### src/rtl/fifo_port_arbiter_if.sv
// Bundles the requester, consumer, memory-port and status signals of the shared FIFO controller.
// master is the controller side; slave is the requester/consumer/memory side.
interface fifo_port_arbiter_if #(
  parameter int DATA_WIDTH = 8,
  parameter int ASIZE      = 4,
  parameter int NREQ       = 4
);
  logic [NREQ-1:0]            req;
  logic [NREQ*DATA_WIDTH-1:0] req_data;
  logic [NREQ-1:0]            gnt;
  logic                       rd_req;
  logic                       rd_valid;
  logic                       mem_wen;
  logic [ASIZE-1:0]           mem_waddr;
  logic [DATA_WIDTH-1:0]      mem_wdata;
  logic                       mem_ren;
  logic [ASIZE-1:0]           mem_raddr;
  logic [ASIZE:0]             count;
  logic                       full;
  logic                       empty;
  logic                       threshold;
  logic                       overflow;
  logic                       underflow;
  logic                       flag_clr;

  modport master (
    input  req, req_data, rd_req, flag_clr,
    output gnt, rd_valid, mem_wen, mem_waddr, mem_wdata, mem_ren, mem_raddr,
    output count, full, empty, threshold, overflow, underflow
  );

  modport slave (
    output req, req_data, rd_req, flag_clr,
    input  gnt, rd_valid, mem_wen, mem_waddr, mem_wdata, mem_ren, mem_raddr,
    input  count, full, empty, threshold, overflow, underflow
  );
endinterface

### src/rtl/fifo_port_arbiter.sv
// Round-robin arbiter sharing one dual-port FIFO among NREQ writers; grant/mem_wen/mem_ren are same-cycle, rd_valid one cycle later.
// Writers are held off (gnt=0) while full; pops are ignored while empty; both raise sticky error flags.
module fifo_port_arbiter #(
  parameter int DATA_WIDTH = 8,
  parameter int ASIZE      = 4,
  parameter int NREQ       = 4,
  parameter int THRESH     = 12
) (
  input logic wclk,
  input logic rst,
  fifo_port_arbiter_if.master bus
);
  localparam int RW = $clog2(NREQ);
  localparam logic [ASIZE:0] PTR_ONE = (ASIZE+1)'(1);
  localparam logic [ASIZE:0] DEPTH   = (ASIZE+1)'(2**ASIZE);
  localparam logic [ASIZE:0] THR     = (ASIZE+1)'(THRESH);
  localparam logic [RW:0]    NREQ_W  = (RW+1)'(NREQ);

  logic [ASIZE:0] wr_ptr_q, wr_ptr_d;
  logic [ASIZE:0] rd_ptr_q, rd_ptr_d;
  logic [ASIZE:0] count_q, count_d;
  logic [RW-1:0]  rr_q, rr_d;
  logic           rd_valid_q, rd_valid_d;
  logic           overflow_q, overflow_d;
  logic           underflow_q, underflow_d;

  logic                  full_c, empty_c;
  logic [NREQ-1:0]       gnt_c;
  logic [RW-1:0]         gnt_idx;
  logic                  found;
  logic [RW:0]           sum;
  logic [DATA_WIDTH-1:0] wdata_c;
  logic                  wen_c, ren_c;

  assign full_c  = (count_q == DEPTH);
  assign empty_c = (count_q == '0);

  // Search upward from rr with wrap; reset and full both suppress any grant.
  always_comb begin
    gnt_c   = '0;
    gnt_idx = '0;
    found   = 1'b0;
    sum     = '0;
    if (!rst && !full_c) begin
      for (int off = 0; off < NREQ; off++) begin
        sum = {1'b0, rr_q} + (RW+1)'(off);
        if (sum >= NREQ_W) sum = sum - NREQ_W;
        if (!found && bus.req[sum[RW-1:0]]) begin
          found               = 1'b1;
          gnt_c[sum[RW-1:0]]  = 1'b1;
          gnt_idx             = sum[RW-1:0];
        end
      end
    end
  end

  always_comb begin
    wdata_c = '0;
    for (int i = 0; i < NREQ; i++) begin
      if (gnt_c[i]) wdata_c = bus.req_data[i*DATA_WIDTH +: DATA_WIDTH];
    end
  end

  assign wen_c = found;
  assign ren_c = !rst && bus.rd_req && !empty_c;

  always_comb begin
    wr_ptr_d    = wr_ptr_q;
    rd_ptr_d    = rd_ptr_q;
    count_d     = count_q;
    rr_d        = rr_q;
    rd_valid_d  = ren_c;
    overflow_d  = overflow_q;
    underflow_d = underflow_q;

    if (wen_c) begin
      wr_ptr_d = wr_ptr_q + PTR_ONE;
      rr_d     = (gnt_idx == RW'(NREQ-1)) ? '0 : gnt_idx + RW'(1);
    end
    if (ren_c) rd_ptr_d = rd_ptr_q + PTR_ONE;

    if (wen_c && !ren_c)      count_d = count_q + PTR_ONE;
    else if (ren_c && !wen_c) count_d = count_q - PTR_ONE;

    // A set condition in the same cycle as flag_clr keeps the flag set.
    if (full_c && |bus.req)          overflow_d = 1'b1;
    else if (bus.flag_clr)           overflow_d = 1'b0;
    if (empty_c && bus.rd_req)       underflow_d = 1'b1;
    else if (bus.flag_clr)           underflow_d = 1'b0;
  end

  always_ff @(posedge wclk) begin
    if (rst) begin
      wr_ptr_q    <= '0;
      rd_ptr_q    <= '0;
      count_q     <= '0;
      rr_q        <= '0;
      rd_valid_q  <= 1'b0;
      overflow_q  <= 1'b0;
      underflow_q <= 1'b0;
    end else begin
      wr_ptr_q    <= wr_ptr_d;
      rd_ptr_q    <= rd_ptr_d;
      count_q     <= count_d;
      rr_q        <= rr_d;
      rd_valid_q  <= rd_valid_d;
      overflow_q  <= overflow_d;
      underflow_q <= underflow_d;
    end
  end

  assign bus.gnt       = gnt_c;
  assign bus.mem_wen   = wen_c;
  assign bus.mem_waddr = wr_ptr_q[ASIZE-1:0];
  assign bus.mem_wdata = wdata_c;
  assign bus.mem_ren   = ren_c;
  assign bus.mem_raddr = rd_ptr_q[ASIZE-1:0];
  assign bus.rd_valid  = rd_valid_q;
  assign bus.count     = count_q;
  assign bus.full      = full_c;
  assign bus.empty     = empty_c;
  assign bus.threshold = (count_q >= THR);
  assign bus.overflow  = overflow_q;
  assign bus.underflow = underflow_q;
endmodule

### src/flat_wrapper.sv
// flat-port wrapper written by rule: the top's interface ports become plain ports
module fifo_port_arbiter_flat 
#(
  parameter int DATA_WIDTH = 8,
  parameter int ASIZE      = 4,
  parameter int NREQ       = 4,
  parameter int THRESH     = 12
)
  (wclk, rst, bus_req, bus_req_data, bus_rd_req, bus_flag_clr, bus_gnt, bus_rd_valid, bus_mem_wen, bus_mem_waddr, bus_mem_wdata, bus_mem_ren, bus_mem_raddr, bus_count, bus_full, bus_empty, bus_threshold, bus_overflow, bus_underflow);
  fifo_port_arbiter_if #(.DATA_WIDTH(DATA_WIDTH), .ASIZE(ASIZE), .NREQ(NREQ)) bus_i ();
  input logic wclk;
  input logic rst;
  input wire logic [$bits(bus_i.req)-1:0] bus_req;
  input wire logic [$bits(bus_i.req_data)-1:0] bus_req_data;
  input wire logic [$bits(bus_i.rd_req)-1:0] bus_rd_req;
  input wire logic [$bits(bus_i.flag_clr)-1:0] bus_flag_clr;
  output wire logic [$bits(bus_i.gnt)-1:0] bus_gnt;
  output wire logic [$bits(bus_i.rd_valid)-1:0] bus_rd_valid;
  output wire logic [$bits(bus_i.mem_wen)-1:0] bus_mem_wen;
  output wire logic [$bits(bus_i.mem_waddr)-1:0] bus_mem_waddr;
  output wire logic [$bits(bus_i.mem_wdata)-1:0] bus_mem_wdata;
  output wire logic [$bits(bus_i.mem_ren)-1:0] bus_mem_ren;
  output wire logic [$bits(bus_i.mem_raddr)-1:0] bus_mem_raddr;
  output wire logic [$bits(bus_i.count)-1:0] bus_count;
  output wire logic [$bits(bus_i.full)-1:0] bus_full;
  output wire logic [$bits(bus_i.empty)-1:0] bus_empty;
  output wire logic [$bits(bus_i.threshold)-1:0] bus_threshold;
  output wire logic [$bits(bus_i.overflow)-1:0] bus_overflow;
  output wire logic [$bits(bus_i.underflow)-1:0] bus_underflow;
  assign bus_i.req = bus_req;
  assign bus_i.req_data = bus_req_data;
  assign bus_i.rd_req = bus_rd_req;
  assign bus_i.flag_clr = bus_flag_clr;
  assign bus_gnt = bus_i.gnt;
  assign bus_rd_valid = bus_i.rd_valid;
  assign bus_mem_wen = bus_i.mem_wen;
  assign bus_mem_waddr = bus_i.mem_waddr;
  assign bus_mem_wdata = bus_i.mem_wdata;
  assign bus_mem_ren = bus_i.mem_ren;
  assign bus_mem_raddr = bus_i.mem_raddr;
  assign bus_count = bus_i.count;
  assign bus_full = bus_i.full;
  assign bus_empty = bus_i.empty;
  assign bus_threshold = bus_i.threshold;
  assign bus_overflow = bus_i.overflow;
  assign bus_underflow = bus_i.underflow;
  fifo_port_arbiter #(.DATA_WIDTH(DATA_WIDTH), .ASIZE(ASIZE), .NREQ(NREQ), .THRESH(THRESH)) u_core (.wclk(wclk), .rst(rst), .bus(bus_i));
endmodule
### config.mk
export PLATFORM = sky130hd
export DESIGN_NAME = fifo_port_arbiter_flat
export DESIGN_NICKNAME = d
export VERILOG_FILES = /design/src/rtl/fifo_port_arbiter_if.sv /design/src/rtl/fifo_port_arbiter.sv /design/src/flat_wrapper.sv
export SDC_FILE = /design/constraint.sdc
export NUM_CORES = 1
export LEC_CHECK = 0
export BUFFER_PORTS_ARGS = -buffer_cell sky130_fd_sc_hd__buf_2
export CORE_ASPECT_RATIO = 1.25
export CORE_UTILIZATION = 44
export CTS_CLUSTER_SIZE = 12
export DETAILED_ROUTE_END_ITERATION = 8
export PLACE_DENSITY = 0.77
export SLEW_MARGIN = 5
export SYNTH_ARGS = -nofsm -noshare
export SYNTH_HDL_FRONTEND = slang
export SYNTH_SLANG_ARGS = --single-unit
### constraint.sdc
create_clock -name wclk -period 3.4 [get_ports wclk]
set_input_delay 0.68 -clock wclk [delete_from_list [all_inputs] [get_ports wclk]]
set_output_delay 0.68 -clock wclk [all_outputs]
set_load 0.05 [all_outputs]
==> Word level (Yosys, flattened, before mapping) <==
Cells that the tools add are included.
{ "word_totals": {"ff_bits": 20, "inputBits": 40} }
{ "classes": {"n_reduce_logical": 27, "add_sub_neg": 12, "order_cmp": 13, "muxes": 55, "bitwise_logic": 3, "eq_ne": 2} }
{ "op_table": {"columns": ["cell", "count"], "rows": [
  ["4-bit two-way mux", 8],
  ["8-bit two-way mux", 4],
  ["2-bit two-way mux", 14],
  ["1-bit two-way mux", 19],
  ["5-bit by 1-bit adder with 5-bit output (second input constant)", 3],
  ["1-bit logical AND", 14],
  ["2-bit by 3-bit < comparator with 1-bit output (second input constant)", 4],
  ["4-bit OR", 3],
  ["5-bit two-way mux", 2],
  ["3-bit >= comparator (second input constant)", 3],
  ["1-bit binary-select mux with 2-bit select", 4],
  ["1-bit demux with 2-bit select", 4],
  ["2-bit by 1-bit >= comparator with 1-bit output (second input constant)", 4],
  ["1-bit logical NOT", 8],
  ["2-bit by 1-bit subtractor with 2-bit output (second input constant)", 4],
  ["2-bit by 2-bit adder with 3-bit output (second input constant)", 2],
  ["2-bit nonzero test", 3],
  ["5-bit == test (second input constant)", 1],
  ["5-bit by 4-bit >= comparator with 1-bit output (second input constant)", 1],
  ["5-bit logical NOT", 1],
  ["5-bit by 1-bit subtractor with 5-bit output (second input constant)", 1],
  ["4-bit OR reduction", 1],
  ["2-bit by 1-bit adder with 3-bit output (second input constant)", 1],
  ["2-bit by 3-bit >= comparator with 1-bit output (second input constant)", 1],
  ["2 further kinds", 2]
]} }

==> Depth between registers and ports, before layout <==
Gate-level depths: netlist of run 1.
{ "logic_depth": {"depth_word": 24, "mapped_depth": 15, "mapped_depth_nobuf": 14} }

==> Worst setup path after synthesis of run 1 <==
No wires, ideal clock.
{ "synth_path": {"path_kind": "reg2out", "startpoint": "register u_core.rr_q[0]", "endpoint": "output port bus_mem_wdata[0]", "arrival_time_ns": 3.928, "path_stages_with_launch": 12, "n_path_buf": 3, "path_slack_ns": -1.208, "cell_sequence": "dfxtp_1 > buf_6 > buf_2 > inv_1 > ha_1 > buf_2 > mux4_2 > nor3b_1 > o22ai_1 > a21oi_2 > a32oi_1 > a211oi_1"} }
{ "synth_via": {"word_cells_on_any_way": 74, "cone_classes": "add/sub (7); order compare (12); mux (42); bitwise (3); reduce/logical (10)"} }
{ "synth_rtl": {"columns": ["item", "line_no", "rtl"], "rows": [
  ["start, declared", "fifo_port_arbiter.sv:22", "logic [RW-1:0] rr_q, rr_d;"],
  ["start signal, assigned", "fifo_port_arbiter.sv:105", "rr_q <= rr_d;"],
  ["parallel branches: the longest is 17 deep, another holds 2-bit by 1-bit adder with 3-bit output", null, null],
  ["4-bit two-way mux (*)", "fifo_port_arbiter.sv:48", "if (!found && bus.req[sum[RW-1:0]]) begin"],
  ["4-bit two-way mux (*)", "fifo_port_arbiter.sv:44", "if (!rst && !full_c) begin"],
  ["named net bus_gnt[1]", "flat_wrapper.sv:17", "output wire logic [$bits(bus_i.gnt)-1:0] bus_gnt;"],
  ["8-bit two-way mux (*) (3 in a row)", "fifo_port_arbiter.sv:60", "if (gnt_c[i]) wdata_c = bus.req_data[i*DATA_WIDTH +: DATA_WIDTH];"],
  ["end, declared", "flat_wrapper.sv:21", "output wire logic [$bits(bus_i.mem_wdata)-1:0] bus_mem_wdata;"]
]} }
Mark *: on every way through the listed nets, which the timed path passes. The select of a mux whose other input is x is not followed.

==> Final worst setup path of run 1 <==
{ "layout_path": {"startpoint": "input port bus_req[2]", "endpoint": "output port bus_mem_wdata[5]"} }
{ "layout_via": {"elab_chain_cells": 20, "word_cells_on_any_way": 35, "cone_classes": "mux (26); bitwise (3); reduce/logical (6)"} }
{ "layout_rtl": {"columns": ["item", "line_no", "rtl"], "rows": [
  ["start, declared", "flat_wrapper.sv:13", "input wire logic [$bits(bus_i.req)-1:0] bus_req;"],
  ["1-bit binary-select mux with 2-bit select", "fifo_port_arbiter.sv:48", null],
  ["1-bit two-way mux (implied by the code)", "fifo_port_arbiter.sv:48", null],
  ["1-bit two-way mux", "fifo_port_arbiter.sv:48", null],
  ["1-bit two-way mux", "fifo_port_arbiter.sv:44", null],
  ["1-bit logical NOT", "fifo_port_arbiter.sv:48", null],
  ["1-bit logical AND", "fifo_port_arbiter.sv:48", null],
  ["1-bit two-way mux", "fifo_port_arbiter.sv:48", null],
  ["1-bit two-way mux", "fifo_port_arbiter.sv:44", null],
  ["(+2 left out)", null, null],
  ["1-bit two-way mux", "fifo_port_arbiter.sv:48", null],
  ["1-bit two-way mux", "fifo_port_arbiter.sv:44", null],
  ["1-bit logical NOT", "fifo_port_arbiter.sv:48", null],
  ["1-bit logical AND", "fifo_port_arbiter.sv:48", null],
  ["4-bit two-way mux (*)", "fifo_port_arbiter.sv:48", null],
  ["4-bit two-way mux (*)", "fifo_port_arbiter.sv:44", null],
  ["8-bit two-way mux (3 in a row)", "fifo_port_arbiter.sv:60", null],
  ["8-bit two-way mux (*)", "fifo_port_arbiter.sv:60", null]
]} }
Every way passes the cells marked *; elsewhere a longest branch is shown, timed or not. The select of a mux whose other input is x is not followed.

==> run summary, run 1 <==
status - completed
# IOs - 73
power after layout - 0.003184 W
initial antenna violation count - 0
H-tree levels - 1
Seq/Total Area, Yosys - 20.01%
Top FF cell, synth - dfxtp_1
CP required - 2.72 ns
Critical Path AT - 2.70 ns
skew final - 0.005504 ns
fin nets - 374
Yosys warnings - 0
VDD IR max - 0.0006817 V
Placed Cells - 359
diode count - 0
Setup Slack @ Placement - -0.1011 ns
Tightest Pin Transition - 0.4679 ns
Finished Cell Area - 0.002942 sq mm
CTS Hold Bufs - 0
Avg Inst Size Synth - 8.413 sq um
Die W - 59.22 microns
syn_nets - 269
CTS buffer count - 3
Initial Utilization - 46.80%
Min-Delay Path Class - register to register
Pwr Density - 1083 mW/mm^2
cell row count - 25
Area growth syn-to-layout - 63.38%
Non-Filler Instances - 372
chip height - 73.52 microns
Distinct cells, synth - 57
Yosys reg bits - 18
Mapped Area - 0.001800 sq mm
commonest cells after routing, fill and taps aside - buf_2 (64), buf_4 (41), nor2_1 (29), ha_1 (13), dfxtp_1 (11)
RSZ-0062 raised after global routing - yes
clock tree buffer depth - 2
worst path buffer plus inverter count - 3
CTS tree - done
DP Area - 0.002580 sq mm
initial drt markers - 77
clock latency on the worst-skew pair - 0.26 ns
Core Box Area - 0.003847 sq mm
commonest non-fill, non-tap cell in the layout - buf_2
Die Area - 0.004353 sq mm
Via density - 5.556
post-route ant nets - 0
first-pass GRT wire length - 7748 microns
clock-pin slew of the registers on the worst-case setup and hold paths - 0.07 ns
pin count of the biggest net entering global routing - 13
DR vias - 2067
vias in the first global route - 1915
Tcrit/Tclk final - 99.30%
Lkg Pwr - 1.342 nW
CTS Sinks - 18
flop-to-flop setup slack - 0.39 ns
grt total ovfl - 0
# setup viols final - 0
CP Capture Type - primary output
Post-synth EDFFs - 0
Top Family by Delay on Critical Path - multiplexers
Final Hold Fails - 0
CTS Root Cell - clkbuf_8
drt pass-1 iters - 4
fin. max-slew vios - 0
fill cell total of the finished layout - 279
gr usage total - 22.70%
Post-Syn Instances - 214
PortBufs - 72
crit-path max FO - 12
WP depth - 9
CP max stage cell - mux4_2
DP Wirelength - 3915 microns
critical setup path kind - input pin to primary output
Critical Path Source Type - input pin
Reg2Reg Depth - 14
Final Hold Slack - 0.5035 ns
Post-synth ARST share - 0%
average routed wire per standard cell - 15.03 microns
MaxCap Viol Count - 0
Slew headroom - 68.41%
GP Congestion - 0.8467
Final WS setup - 0.02385 ns
Post-Route WL - 5591 microns
fin crit period - 3.376 ns
hold path depth - 2
final routed DRC violation total - 0
layout cells sized above 1 - 57.55%
Achievable Freq - 296.2 MHz
CP Cell Sequence - buf_2, mux4_2, a21oi_2, nor3_4, o31ai_4, buf_4, nor4b_2, a211oi_4, buf_6
max incr delay on CP - 0.57 ns
==> flip-flops by register name, summed over array words and instances, names as in the netlist <==
name,count
u_core.rd_ptr_q,4
u_core.bus.underflow,1
u_core.rr_q,2
u_core.bus.count,5
u_core.wr_ptr_q,4
u_core.bus.overflow,1
u_core.bus.rd_valid,1
==> routing by layer <==
layer	vias to the layer above	part of all wire, %	global-route usage [%]
li1	991	-	-
met1	1000	38	23.24
met2	65	57	45.82
met3	11	3.3	1.761
met4	0	1.5	8.466
met5	-	0	0
==> through the flow <==
step | setup TNS (ns) | util [%]
after detailed placement | -0.6724 | 67.06
after floorplan | -2.873 | -
after global routing | -0.3256 | 76.46
after CTS | 0 | 71.12
final | 0 | 76.46
after global placement | -0.2136 | 67.06
==> worst register-to-register path: cells and delay by family, from the launching register on <==
family	cells	cell delay, ns
buffers and inverters	2	0.17
adder cells (fa/ha/maj)	2	0.50
XOR/XNOR	1	0.14
flip-flops	1	0.39
AO/OA/AOI/OAI	2	0.36
AND/OR/NAND/NOR	7	1.34
==> final timing paths <==
kind	start	endpoint
setup / recovery	bus_req[2]	bus_mem_wdata[5]
hold / removal	u_core.wr_ptr_q[3]	u_core.wr_ptr_q[3]
setup reg to reg	u_core.bus.count[0]	u_core.bus.count[4]
hold reg to reg	u_core.wr_ptr_q[3]	u_core.wr_ptr_q[3]
==> final cells by class <==
type / instances / area (sq um) / share of cell area [%]
clock buffers: 4 / 55.05 / 1.872
inverters: 11 / 46.29 / 1.574
multi-input cells: 170 / 1652 / 56.15
flip-flops and latches: 18 / 371.6 / 12.63
well taps: 54 / 67.56 / 2.297
repair buffers: 115 / 749.5 / 25.48
==> synth_stat cells (all sizes together), types with 6 or more instances <==
library cell  count  area, sq um
ha               14        175.2
a21oi            12        63.81
a211oi            8        65.06
o21ai             6        30.03
xor2              6        52.55
inv              10        37.54
buf              10        63.81
nor2b             8        57.55
nor4b             9        100.1
a32oi             8        70.07
nand2             7        26.28
nor2             31        118.9
dfxtp            18        360.4
==> logic make-up after synthesis <==
group | share of synthesized area (%)
AOI/OAI and AO/OA | 24.95
xor gates and xnor gates | 4.378
adders and majority gates | 10.84
buffers and inverters | 6.880
DFF | 20.01
muxes | 6.602
and+or+nand+nor | 26.34
==> power by group <==
| part | switching, W | total (W) | internal [W] |
|---|---|---|---|
| clock | 0.0000754 | 0.000179 | 0.000103 |
| sequential | 0.0000663 | 0.000344 | 0.000278 |
| combinational | 0.00156 | 0.00266 | 0.00110 |
| total | 0.00170 | 0.00318 | 0.00148 |
==> what timing repair did <==
action	4_1_cts	5_1_grt
resized for setup	21	34
hold endpoints to repair	0	0
endpoints found under the setup margin	8	8
pin swaps	0	9
buffers inserted	3	6
(Power assumes the default switching activity.)
==> run 2: changes to the inputs <==
--- a/config.mk
+++ b/config.mk
@@ -5,9 +5,10 @@
 export SDC_FILE = /design/constraint.sdc
 export NUM_CORES = 1
 export LEC_CHECK = 0
+export ABC_AREA = 1
 export BUFFER_PORTS_ARGS = -buffer_cell sky130_fd_sc_hd__buf_2
 export CORE_ASPECT_RATIO = 1.25
-export CORE_UTILIZATION = 44
+export CORE_UTILIZATION = 45
 export CTS_CLUSTER_SIZE = 12
 export DETAILED_ROUTE_END_ITERATION = 8
 export PLACE_DENSITY = 0.77
==> run summary, run 2 <==
status - completed
PortBufs - 72 (unchanged)
Synth Area in Compound Gates - 12.31% (-13 points)
initial drt markers - 132 (+71%)
Distinct cells, synth - 37 (-35%)
clock tree buffer depth - 2 (unchanged)
Critical Path Source Type - register
worst-case hold path end point - u_core.bus.underflow
chip height - 74.47 microns (+1.3%)
Core Box Area - 0.004066 sq mm (+5.7%)
syn_nets - 358 (+33%)
initial antenna violation count - 0 (unchanged)
crit-path max FO - 11 (-1)
GP Congestion - 0.9445 (+12%)
Mapped Area - 0.001891 sq mm (+5.0%)
DR vias - 2130 (+3.0%)
hold path depth - 2 (unchanged)
commonest cells after routing, fill and taps aside - nand2_1 (81), buf_2 (67), inv_1 (50), nand3_1 (40), nor2_1 (19)
Area growth syn-to-layout - 27.60%
post-route ant nets - 0 (unchanged)
largest family of logic cells by synthesized area - simple AND/OR/NAND/NOR gates
fin crit period - 3.231 ns (-0.1451 ns)
Avg Inst Size Synth - 6.239 sq um (-26%)
cell row count - 26 (+4.0%)
Tcrit/Tclk final - 95.03% (-4.3 points)
commonest non-fill, non-tap cell in the layout - nand2_1
Tightest Pin Transition - 0.4546 ns (-0.01330 ns)
Post-Syn Instances - 303 (+42%)
Post-synth ARST share - 0% (unchanged)
diode count - 0 (unchanged)
adder-cell share of the synthesized area - 10.32% (-0.52 points)
fin. max-slew vios - 0 (unchanged)
Critical Path AT - 2.55 ns (-0.15 ns)
Post-synth EDFFs - 0 (unchanged)
Top FF cell, synth - dfxtp_1
Synth Area in XOR/XNOR - 1.853% (-2.5 points)
gr usage total - 20.36% (-2.3 points)
Via density - 4.885 (-12%)
Slew headroom - 69.66% (+1.2 points)
vias in the first global route - 1672 (-13%)
flop-to-flop setup slack - 0.32 ns (-0.07 ns)
Yosys warnings - 0 (unchanged)
Post-Route WL - 4603 microns (-18%)
post-CTS setup buffer count - 0 (-3)
H-tree levels - 1 (unchanged)
CP required - 2.72 ns (about the same)
Yosys reg bits - 18 (unchanged)
DP Wirelength - 3604 microns (-7.9%)
CTS buffer count - 3 (unchanged)
Final Hold Fails - 0 (unchanged)
Largest register FFs - 5 (unchanged)
first-pass GRT wire length - 7107 microns (-8.3%)
Achievable Freq - 309.5 MHz (+4.5%)
final routed DRC violation total - 0 (unchanged)
clock latency on the worst-skew pair - 0.26 ns (about the same)
post-synth top area share - 19.06% (-0.95 points)
CTS Hold Bufs - 0 (unchanged)
Seq/Total Area, Yosys - 19.06% (-0.95 points)
mux cell area share after synthesis - 0% (-6.6 points)
largest cells by area after synthesis - dfxtp_1 (19%), nand2_1 (16%), nand3_1 (10%)
skew final - 0.004657 ns (-0.0008466 ns)
Initial Utilization - 46.49% (-0.30 points)
cell with the most instances after synthesis - nand2_1
grt total ovfl - 0 (unchanged)
pin count of the biggest net entering global routing - 14 (+1)
Die W - 59.98 microns (+1.3%)
# IOs - 73 (unchanged)
Finished Cell Area - 0.002412 sq mm (-18%)
Reg2Reg Depth - 19 (+5)
drt pass-1 iters - 4 (unchanged)
Simple-Gate Fraction of Synth Area - 43.88% (+18 points)
critical setup path kind - register to primary output
TNS Setup - 0 ns (unchanged)
layout cells sized above 1 - 29.21% (-28 points)
synth cell count leaders - nand2_1 (82), inv_1 (50), nand3_1 (39)
DP Area - 0.002325 sq mm (-9.9%)
Die Area - 0.004466 sq mm (+2.6%)
clock-pin slew of the registers on the worst-case setup and hold paths - 0.07 ns (about the same)
CTS tree - done
CTS Root Cell - clkbuf_8
r2r startpoint - u_core.rr_q[0]
Hold Path Origin - u_core.bus.underflow
post-synth top area cell - dfxtp_1
# setup viols final - 0 (unchanged)
average routed wire per standard cell - 10.56 microns (-30%)
fin nets - 436 (+17%)
CP Capture Type - primary output
CTS Sinks - 18 (unchanged)
fill cell total of the finished layout - 382 (+37%)
Min-Delay Path Class - register to register
Reg-to-Reg End - u_core.bus.count[4]
MaxCap Viol Count - 0 (unchanged)
==> run 2: worst max-delay path by stage <==
stage / endpoint / slack (ns) / from / cells past startpoint
2_1_floorplan: u_core.bus.count[4] / 0.19 / u_core.rr_q[0] / 18
3_3_place_gp: u_core.bus.count[4] / 0.27 / u_core.rr_q[0] / 19
3_5_place_dp: u_core.bus.count[4] / 0.16 / u_core.rr_q[0] / 19
4_1_cts: bus_mem_wdata[1] / 0.10 / u_core.rr_q[0] / 13
5_1_grt: u_core.bus.count[4] / -0.05 / u_core.rr_q[0] / 19
6_report: bus_mem_wdata[1] / 0.17 / u_core.rr_q[0] / 13
==> run 2: routing by layer <==
metal | GRT usage [%] | up-vias | part of all wire [%]
met2 | 36.17 | 84 | 49
met4 | 8.269 | 0 | 2.7
met5 | 0 | - | 0
met3 | 1.739 | 14 | 5.9
met1 | 24.89 | 915 | 42
li1 | - | 1117 | -
==> run 2: through the flow <==
| stage | hold slack, ns | setup slack [ns] | util, % | instances |
|---|---|---|---|---|
| floorplan | 0.6693 | 0.1892 | - | 303 |
| global placement | 0.4604 | 0.2667 | 57.17 | 431 |
| finish | 0.4688 | 0.1690 | 59.32 | 436 |
| CTS | 0.4717 | 0.1045 | 58.55 | 435 |
| detailed placement | 0.4616 | 0.1616 | 57.17 | 431 |
| global route | 0.5037 | -0.05442 | 59.32 | 436 |
==> run 2: final cells by class <==
cell class | count | area [sq um] | area share, %
flip-flops and latches | 18 | 364.1 | 15.09
multi-input cells | 226 | 1309 | 54.25
inverters | 56 | 211.5 | 8.766
well taps | 56 | 70.07 | 2.905
repair buffers | 76 | 402.9 | 16.70
clock buffers | 4 | 55.05 | 2.282
==> run 2: kinds of logic after synthesis <==
family,Yosys count
AO/OA/AOI/OAI,40
buffers and inverters,60
XOR/XNOR,4
adder cells (fa/ha/maj),15
AND/OR/NAND/NOR,166
flip-flops,18
==> run 2: repair_timing <==
| item | in CTS | in global routing |
|---|---|---|
| resized for setup | 1 | 9 |
| endpoints found under the setup margin | 1 | 9 |
| pin swaps | 0 | 1 |
| cloned | 0 | 1 |
==> run 2: critical path, stage by stage (launching register included) <==
cell and delay [ns]:
dfxtp_4 0.39, inv_2 0.10, ha_1 0.37, inv_1 0.13, nand3_1 0.08, nand2_1 0.15, nor2_4 0.08, a21oi_2 0.17
nand3_4 0.15, nand2_4 0.15, nand2_1 0.06, o21ai_1 0.15, nand2_1 0.07, clkbuf_4 0.21
Power of run 2 is left out: the tool's default activity adds up to more than one toggle a clock period on the data nets, which glitch-free logic cannot reach.
